==> src/rtl/led_matrix_pkg.sv <==
// Shared types and helpers for the 4x4 mole LED matrix driver.
// Row ordering matches the keypad scanner: flat bit 4*r+c is row r, column c.
package led_matrix_pkg;
  localparam int ROWS  = 4;
  localparam int COLS  = 4;
  localparam int ROW_W = $clog2(ROWS);

  // frame[r][c] lands on flat bit 4*r+c, so a 16-bit word casts straight in.
  typedef logic [ROWS-1:0][COLS-1:0] frame_t;

  typedef struct packed {
    frame_t pat;
    frame_t blink;
  } frame_buf_t;

  function automatic logic [ROWS-1:0] onehot_n(input logic [ROW_W-1:0] row);
    return ~({{(ROWS-1){1'b0}}, 1'b1} << row);
  endfunction
endpackage

==> src/rtl/led_matrix4x4_drv_if.sv <==
// Game-logic / panel-side signal bundle of the LED matrix driver.
interface led_matrix4x4_drv_if;
  import led_matrix_pkg::*;

  logic [ROWS*COLS-1:0] frame_data;
  logic [ROWS*COLS-1:0] blink_mask;
  logic                 frame_load;
  logic                 load_pending;
  logic                 frame_tick;
  logic [ROWS-1:0]      row_sel_n;
  logic [COLS-1:0]      col_out;

  modport master (
    output frame_data, blink_mask, frame_load,
    input  load_pending, frame_tick, row_sel_n, col_out
  );

  modport slave (
    input  frame_data, blink_mask, frame_load,
    output load_pending, frame_tick, row_sel_n, col_out
  );
endinterface

==> src/rtl/led_scan_timer.sv <==
// Row-slot timing: cycle counter within a row slot, current row, frame end
// and the anti-ghost blanking window at the start of every slot.
module led_scan_timer
  import led_matrix_pkg::*;
#(
  parameter int ROW_CYCLES   = 250000,
  parameter int BLANK_CYCLES = 1000
) (
  input  logic             clk,
  input  logic             rst_n,
  output logic [ROW_W-1:0] row_o,
  output logic             frame_end_o,
  output logic             blank_o
);
  localparam int CW = $clog2(ROW_CYCLES);
  localparam logic [CW-1:0]    CNT_LAST  = CW'(ROW_CYCLES - 1);
  localparam logic [CW-1:0]    BLANK_END = CW'(BLANK_CYCLES);
  localparam logic [ROW_W-1:0] ROW_LAST  = ROW_W'(ROWS - 1);

  logic [CW-1:0]    cnt_q, cnt_d;
  logic [ROW_W-1:0] row_q, row_d;

  always_comb begin
    cnt_d = cnt_q + 1'b1;
    row_d = row_q;
    if (cnt_q == CNT_LAST) begin
      cnt_d = '0;
      row_d = row_q + 1'b1;
    end
  end

  always_ff @(posedge clk or negedge rst_n) begin
    if (!rst_n) begin
      cnt_q <= '0;
      row_q <= '0;
    end else begin
      cnt_q <= cnt_d;
      row_q <= row_d;
    end
  end

  assign row_o       = row_q;
  assign frame_end_o = (cnt_q == CNT_LAST) && (row_q == ROW_LAST);
  assign blank_o     = (cnt_q < BLANK_END);
endmodule

==> src/rtl/led_matrix4x4_drv.sv <==
// Time-multiplexed 4x4 LED matrix driver: double-buffered frame swapped only
// at frame end, per-LED blink, one active-low row at a time with blanking.
module led_matrix4x4_drv
  import led_matrix_pkg::*;
#(
  parameter int ROW_CYCLES   = 250000,
  parameter int BLANK_CYCLES = 1000,
  parameter int BLINK_FRAMES = 25
) (
  input  logic                clk,
  input  logic                rst_n,
  led_matrix4x4_drv_if.slave  bus
);
  localparam int BW = $clog2(BLINK_FRAMES) + 1;
  localparam logic [BW-1:0] BLINK_LAST = BW'(BLINK_FRAMES - 1);

  logic [ROW_W-1:0] row;
  logic             frame_end, blank;

  led_scan_timer #(
    .ROW_CYCLES   (ROW_CYCLES),
    .BLANK_CYCLES (BLANK_CYCLES)
  ) u_timer (
    .clk         (clk),
    .rst_n       (rst_n),
    .row_o       (row),
    .frame_end_o (frame_end),
    .blank_o     (blank)
  );

  frame_buf_t      incoming;
  frame_buf_t      shadow_q, shadow_d, active_q, active_d;
  logic            pend_q, pend_d, phase_q, phase_d, tick_q;
  logic [BW-1:0]   bcnt_q, bcnt_d;
  logic [ROWS-1:0] row_sel_q, row_sel_d;
  logic [COLS-1:0] col_q, col_d;

  always_comb begin
    incoming.pat   = bus.frame_data;
    incoming.blink = bus.blink_mask;
    shadow_d  = shadow_q;
    active_d  = active_q;
    pend_d    = pend_q;
    bcnt_d    = bcnt_q;
    phase_d   = phase_q;
    if (bus.frame_load) begin
      shadow_d = incoming;
      pend_d   = 1'b1;
    end
    if (frame_end) begin
      // A load landing on the boundary goes straight to the display.
      if (bus.frame_load)  active_d = incoming;
      else if (pend_q)     active_d = shadow_q;
      pend_d = 1'b0;
      if (bcnt_q == BLINK_LAST) begin
        bcnt_d  = '0;
        phase_d = ~phase_q;
      end else begin
        bcnt_d  = bcnt_q + 1'b1;
      end
    end
    row_sel_d = onehot_n(row);
    col_d     = blank ? '0
              : active_q.pat[row] & ~(active_q.blink[row] & {COLS{phase_q}});
  end

  always_ff @(posedge clk or negedge rst_n) begin
    if (!rst_n) begin
      shadow_q  <= '0;
      active_q  <= '0;
      pend_q    <= 1'b0;
      bcnt_q    <= '0;
      phase_q   <= 1'b0;
      row_sel_q <= '1;
      col_q     <= '0;
      tick_q    <= 1'b0;
    end else begin
      shadow_q  <= shadow_d;
      active_q  <= active_d;
      pend_q    <= pend_d;
      bcnt_q    <= bcnt_d;
      phase_q   <= phase_d;
      row_sel_q <= row_sel_d;
      col_q     <= col_d;
      tick_q    <= frame_end;
    end
  end

  assign bus.load_pending = pend_q;
  assign bus.frame_tick   = tick_q;
  assign bus.row_sel_n    = row_sel_q;
  assign bus.col_out      = col_q;
endmodule

==> src/flat_wrapper.sv <==
// flat-port wrapper written by rule: the top's interface ports become plain ports
module led_matrix4x4_drv_flat import led_matrix_pkg::*;
#(
  parameter int ROW_CYCLES   = 250000,
  parameter int BLANK_CYCLES = 1000,
  parameter int BLINK_FRAMES = 25
)
  (clk, rst_n, bus_frame_data, bus_blink_mask, bus_frame_load, bus_load_pending, bus_frame_tick, bus_row_sel_n, bus_col_out);
  led_matrix4x4_drv_if bus_i ();
  input  logic clk;
  input  logic rst_n;
  input wire logic [$bits(bus_i.frame_data)-1:0] bus_frame_data;
  input wire logic [$bits(bus_i.blink_mask)-1:0] bus_blink_mask;
  input wire logic [$bits(bus_i.frame_load)-1:0] bus_frame_load;
  output wire logic [$bits(bus_i.load_pending)-1:0] bus_load_pending;
  output wire logic [$bits(bus_i.frame_tick)-1:0] bus_frame_tick;
  output wire logic [$bits(bus_i.row_sel_n)-1:0] bus_row_sel_n;
  output wire logic [$bits(bus_i.col_out)-1:0] bus_col_out;
  assign bus_i.frame_data = bus_frame_data;
  assign bus_i.blink_mask = bus_blink_mask;
  assign bus_i.frame_load = bus_frame_load;
  assign bus_load_pending = bus_i.load_pending;
  assign bus_frame_tick = bus_i.frame_tick;
  assign bus_row_sel_n = bus_i.row_sel_n;
  assign bus_col_out = bus_i.col_out;
  led_matrix4x4_drv #(.ROW_CYCLES(ROW_CYCLES), .BLANK_CYCLES(BLANK_CYCLES), .BLINK_FRAMES(BLINK_FRAMES)) u_core (.clk(clk), .rst_n(rst_n), .bus(bus_i));
endmodule
==> config.mk <==
export PLATFORM = sky130hd
export DESIGN_NAME = led_matrix4x4_drv_flat
export DESIGN_NICKNAME = d
export VERILOG_FILES = /design/src/rtl/led_matrix_pkg.sv /design/src/rtl/led_matrix4x4_drv_if.sv /design/src/rtl/led_scan_timer.sv /design/src/rtl/led_matrix4x4_drv.sv /design/src/flat_wrapper.sv
export SDC_FILE = /design/constraint.sdc
export NUM_CORES = 1
export LEC_CHECK = 0
export CAP_MARGIN = 5
export CORE_ASPECT_RATIO = 0.75
export CORE_MARGIN = 3
export CORE_UTILIZATION = 56
export CTS_CLUSTER_SIZE = 28
export DETAILED_ROUTE_END_ITERATION = 6
export PLACE_DENSITY = 0.83
export SLEW_MARGIN = 15
export SYNTH_ARGS = -nofsm -noshare
export SYNTH_HDL_FRONTEND = slang
export SYNTH_SLANG_ARGS = --single-unit
==> constraint.sdc <==
create_clock -name clk -period 2.3 [get_ports clk]
set_input_delay 0.69 -clock clk [delete_from_list [all_inputs] [get_ports clk]]
set_output_delay 0.69 -clock clk [all_outputs]
set_load 0.01 [all_outputs]
# Yosys cells after proc, flatten, opt, wreduce, memory -nomap -nowiden
# Index checks and enable logic that the tools add are counted.
# W data, S select, Z words.
op_classes:
  add_sub_neg: 3
  n_lt_le_gt_ge: 2
  eq_ne: 3
  shifts: 1
  mux: 11
  bitwise: 5
  reduce_logical: 5
ops:
  columns: ["operator", "n"]
  rows:
  - ["$mux W32", 2]
  - ["$add A18 B1 Y18 const B", 1]
  - ["$eq A18 B18 Y1 const B", 1]
  - ["$lt A18 B10 Y1 const B", 1]
  - ["$mux W18", 1]
  - ["$bmux W4 S2", 2]
  - ["$mux W4", 3]
  - ["$and A4 B4 Y4", 2]
  - ["$not A4 Y4", 2]
  - ["$add A6 B1 Y6 const B", 1]
  - ["$eq A6 B5 Y1 const B", 1]
  - ["$mux W6", 1]
  - ["$reduce_and A2 Y1", 2]
  - ["$reduce_bool A2 Y1", 2]
  - ["$shl A1 B2 Y4 const A", 1]
  - ["$lt A2 B3 Y1 const B", 1]
  - ["$add A2 B1 Y2 const B", 1]
  - ["$eq A2 B2 Y1 const B", 1]
  - ["$mux W1", 2]
  - ["$logic_and A1 B1 Y1", 1]
  - ["$not A1 Y1", 1]
totals:
  reg_bits: 101
  inputBits: 35
  out_inout_bits: 10
  word_cells: 54

# Logic depth before layout (Yosys ltp)
depth:
  depth_word: 6
  ltp_mapped: 6
  mapped_depth_nobuf: 5

# Cells and area by module
# Synthesis repeated with hierarchy kept, for this count alone.
unflattened:
  hier_cells: 303
  hier_area_um2: 4376.7
modules_own_cells:
  columns: ["mod", "n_inst", "cells_per_inst", "area_per_inst_um2", "seq_area_each_um2"]
  rows:
  - ["led_matrix4x4_drv", 1, 208, 3375.7, 2031.9]
  - ["led_scan_timer", 1, 95, 1001.0, 500.5]

# Worst setup path after synthesis
# Ideal clock, no wire load.
synth_timing:
  path_kind: "in2reg"
  from: "input port bus_frame_load"
  to: "register u_core.active_q[17] (netlist name)"
  setup_time_ns: 0.127
  arrival_time_ns: 1.881
  t_required_ns: 2.173
  path_slack_ns: 0.291
  cell_stages: 4
  n_path_buf: 2
  path_cell_list: "clkbuf_1 > clkbuf_1 > mux2_2 > mux2_1"
synth_via:
  elab_chain_cells: 2
  elab_cells_between_ends: 3
  cone_classes: "mux: 1; reduce/logical: 2"
synth_rtl:
  columns: ["item", "line", "text"]
  rows:
  - ["start: declaration", "flat_wrapper.sv:14", "input wire logic [$bits(bus_i.frame_load)-1:0] bus_frame_load;"]
  - ["$reduce_bool A2 Y1 (no line)", null, null]
  - ["$reduce_and A2 Y1 (no line)", null, null]
  - ["end signal: assignment", "led_matrix4x4_drv.sv:79", "active_q <= active_d;"]
  - ["end: declaration", "led_matrix4x4_drv.sv:32", "frame_buf_t shadow_q, shadow_d, active_q, active_d;"]
# Parallel ways exist; a longest one is shown, timed or not.
# A chain may end at the register's enable or synchronous reset.

# Final worst setup path
layout_timing:
  from: "register u_core.u_timer.cnt_q[10]"
  to: "register u_core.active_q[27] (netlist name)"
layout_via:
  elab_chain_cells: 3
layout_rtl:
  columns: ["item", "line", "text"]
  rows:
  - ["start: declaration", "led_scan_timer.sv:20", "logic [CW-1:0] cnt_q, cnt_d;"]
  - ["start signal: assignment", "led_scan_timer.sv:37", "cnt_q <= cnt_d;"]
  - ["$eq A18 B18 Y1", "led_scan_timer.sv:43", "assign frame_end_o = (cnt_q == CNT_LAST) && (row_q == ROW_LAST);"]
  - ["$logic_and A1 B1 Y1", "led_scan_timer.sv:43", null]
  - ["$reduce_and A2 Y1 (no line)", null, null]
# No other way between the ends.

==> impl_metrics.py <==
metrics = {
    "outcome": {
        "status": "finished, final reports clean",
    },
    "critical_path": {
        "crit_chain": "nor3_1, nand3_1, nor4_4, buf_12, mux2_2",
        "critPathKind": "register to register",
        "end_kind": "register",
        "critPathMaxFanout": 32,
        "required_ns": 2.54,
        "crit_arrival_ns": 2.40,
        "worst_path_max_delay_cell": "dfrtp_1",
        "cp-start-kind": "register",
        "max_stage_delay_ns": 0.44,
    },
    "clocking": {
        "cts_buffers": 9,
        "clk_path_buf_depth": 2,
        "ctsHoldBuffers": 0,
        "clk-insertion-delay-late_ns": 0.36,
        "cts.sinks": 101,
        "cts_tree": "done",
        "clkTransAtPathRegs_ns": 0.10,
        "ctsRootBufferMaster": "clkbuf_8",
        "htreeDepth": 3,
        "cts_setup_buffers": 0,
        "cts-resized-gates": 0,
    },
    "synthesis": {
        "async_flop_share_pct": 100,
        "synth_compound_area_share_pct": 4.17,
        "yosys.area.top_type": "dfrtp_1",
        "synth_mux_area_share_pct": 18.3,
        "netlist_instances": 328,
        "ys_ff_latch": 101,
        "synth.area.top_cells": "dfrtp_1, mux2_2, dfstp_2",
        "yosysMostFrequentCell": "dfrtp_1",
        "yosysWarnings": 0,
        "synth_nets": 370,
        "synth_top_family_by_area": "multiplexers",
        "yosys.area_share.simple_pct": 10.9,
        "seq_area_frac_synth_pct": 59.0,
        "ys.flop_type": "dfrtp_1",
        "synth.distinct_cells": 36,
        "synth-xor-area-share_pct": 2.86,
        "synthAdderAreaFrac_pct": 2.04,
        "synth_top_area_share_pct": 56.5,
        "synth_edf_count": 0,
        "syn-cell-area_um2": 4290,
        "ys_top_cells_by_count": "dfrtp_1, mux2_2, nand2_1, nor2_1, and3_1",
        "avgSynthCellArea_um2": 13.1,
    },
    "layout": {
        "final_area_um2": 5100,
        "antenna_cells": 0,
        "fin_cells": 485,
        "finalNetCount": 424,
        "area_delta_synth_final_pct": 18.8,
        "postLayoutCoreUtil_pct": 71.6,
        "drive_gt1_share_pct": 26.4,
    },
    "timing": {
        "clock.fmax_mhz": 465,
        "rsz0062_at_grt": "no",
        "slew_viol_final": 0,
        "setup_slack_ns": 0.147,
        "layout_min_cycle_time_ns": 2.15,
        "worst_pin_slew_ns": 0.591,
        "period_share_pct": 93.6,
        "skew_ns": 0.0112,
        "slew_headroom_pct": 60.6,
        "setup_viol": 0,
        "hold_violations": 0,
    },
    "floorplanning": {
        "io-pin-count": 45,
        "die_y_um": 81.8,
        "die_w_um": 107,
        "start_util_pct": 60.3,
        "dieArea_um2": 8760,
        "coreArea_um2": 7120,
        "num_rows": 26,
    },
    "routing": {
        "ant_nets": 0,
        "routedWlPerCell_um": 16.4,
        "drt-initial-drc-count": 113,
        "routed_wl_mm": 7.98,
        "remaining_drc_errors": 0,
        "num_vias": 2690,
        "vias_per_cell": 5.55,
        "dr.pass1.iters": 5,
    },
    "power": {
        "powerDensity_nw_per_um2": 607,
        "p_total_mw": 3.09,
        "peakVddDrop_mv": 0.325,
        "p_leak_nw": 2.30,
    },
    "placed_design": {
        "gp_congestion": 0.812,
        "placed_area_um2": 4930,
        "dp_hpwl_mm": 5.48,
        "dp_slack_ns": -0.0304,
        "dp.cells": 469,
        "port_buffers": 44,
    },
    "global_routing": {
        "grt_pass1_wl_mm": 13.9,
        "gr-total-overflow": 0,
        "grt_pass1_vias": 2777,
        "grt_max_degree": 40,
        "grt_use_total_pct": 20.8,
        "antenna_found_initial": 0,
    },
    "min_path": {
        "hold_class": "input port to asynchronous set/reset pin",
    },
    "job": {
        "max_cap_violations": 0,
    },
}
[registers in the layout (all words and copies together), names as in the netlist]
signal,count
u_core.active_q,32
u_core.bcnt_q,6
u_core.bus.col_out,4
u_core.bus.frame_tick,1
u_core.bus.load_pending,1
u_core.bus.row_sel_n,4
u_core.phase_q,1
u_core.shadow_q,32
u_core.u_timer.cnt_q,18
u_core.u_timer.row_o,2
[logic make-up after synthesis]
| kind of cell | Yosys count |
|---|---|
| mux | 70 |
| compound gates | 26 |
| flops | 101 |
| fa+ha+maj | 7 |
| simple gates | 85 |
| buf+inv | 25 |
| xor+xnor | 14 |
[final cells by class]
| cell class | instances | area (um^2) |
|---|---|---|
| Sequential cell | 101 | 2530 |
| Clock inverter | 6 | 46.3 |
| Tap cell | 98 | 123 |
| Fill cell | 498 | 2020 |
| Clock buffer | 10 | 128 |
| Inverter | 11 | 41.3 |
| Timing Repair Buffer | 57 | 586 |
| Multi-Input combinational cell | 202 | 1640 |
[routing by layer]
layer  vias up  share of wire, %  global-route usage, %  wire, um
li1       1275                 -                      -         -
met1      1333                46                   28.6      3640
met2        75                46                   32.0      3680
met3         7               7.3                   5.81       582
met4         0              0.92                   7.54        73
met5         -                 0                      0         0
[through the flow]
stage / hold slack (ns) / TNS (ns)
2_1_floorplan: 0.394 / 0
3_3_place_gp: 0.465 / 0
3_5_place_dp: 0.479 / -0.510
4_1_cts: 0.264 / 0
5_1_grt: 0.264 / 0
6_report: 0.258 / 0
[worst max-delay path, delay by kind of cell, from the launching register on]
family,cells,cell delay (ns)
simple gates,3,0.99
flops,1,0.44
mux,1,0.37
buf+inv,1,0.25
[where the power goes]
part	switching [mW]	internal (mW)	leakage (nW)
clock	0.595	0.401	0.0833
combinational	0.0910	0.129	0.925
sequential	0.0262	1.85	1.29
[layout by cell type, fill, tap and decap left out, types with 3 or more instances in the layout]
cell type	Yosys	layout
a311oi_1	4	4
nand4_1	7	7
dfrtp_1	97	97
nor2_1	14	14
nand3_1	9	9
and4_1	4	4
o21ai_0	4	4
ha_1	7	7
mux2_1	3	3
buf_4	0	10
and3_1	13	13
nand2_1	23	23
dfstp_2	4	4
nor4_1	3	3
nor3_1	3	3
mux2_2	65	65
clkbuf_8	0	9
buf_12	0	4
inv_1	11	11
a211oi_1	4	4
clkdlybuf4s50_1	0	43
a21oi_1	4	4
xor2_1	5	5
xnor2_1	9	9
a31oi_1	6	6
[final timing paths]
path / start / to / slack, ns / cells past startpoint
min in group clk: u_core.bcnt_q[4] / u_core.bcnt_q[4] / 0.49 / 1
max in group asynchronous: rst_n / u_core.bus.row_sel_n[0] / 1.43 / 2
max reg2reg: u_core.u_timer.cnt_q[10] / u_core.active_q[27] / 0.15 / 5
min: rst_n / u_core.shadow_q[7] / 0.26 / 1
min reg2reg: u_core.bcnt_q[4] / u_core.bcnt_q[4] / 0.49 / 1
max: u_core.u_timer.cnt_q[10] / u_core.active_q[27] / 0.15 / 5
No activity file was read; power rests on OpenSTA's default activity.
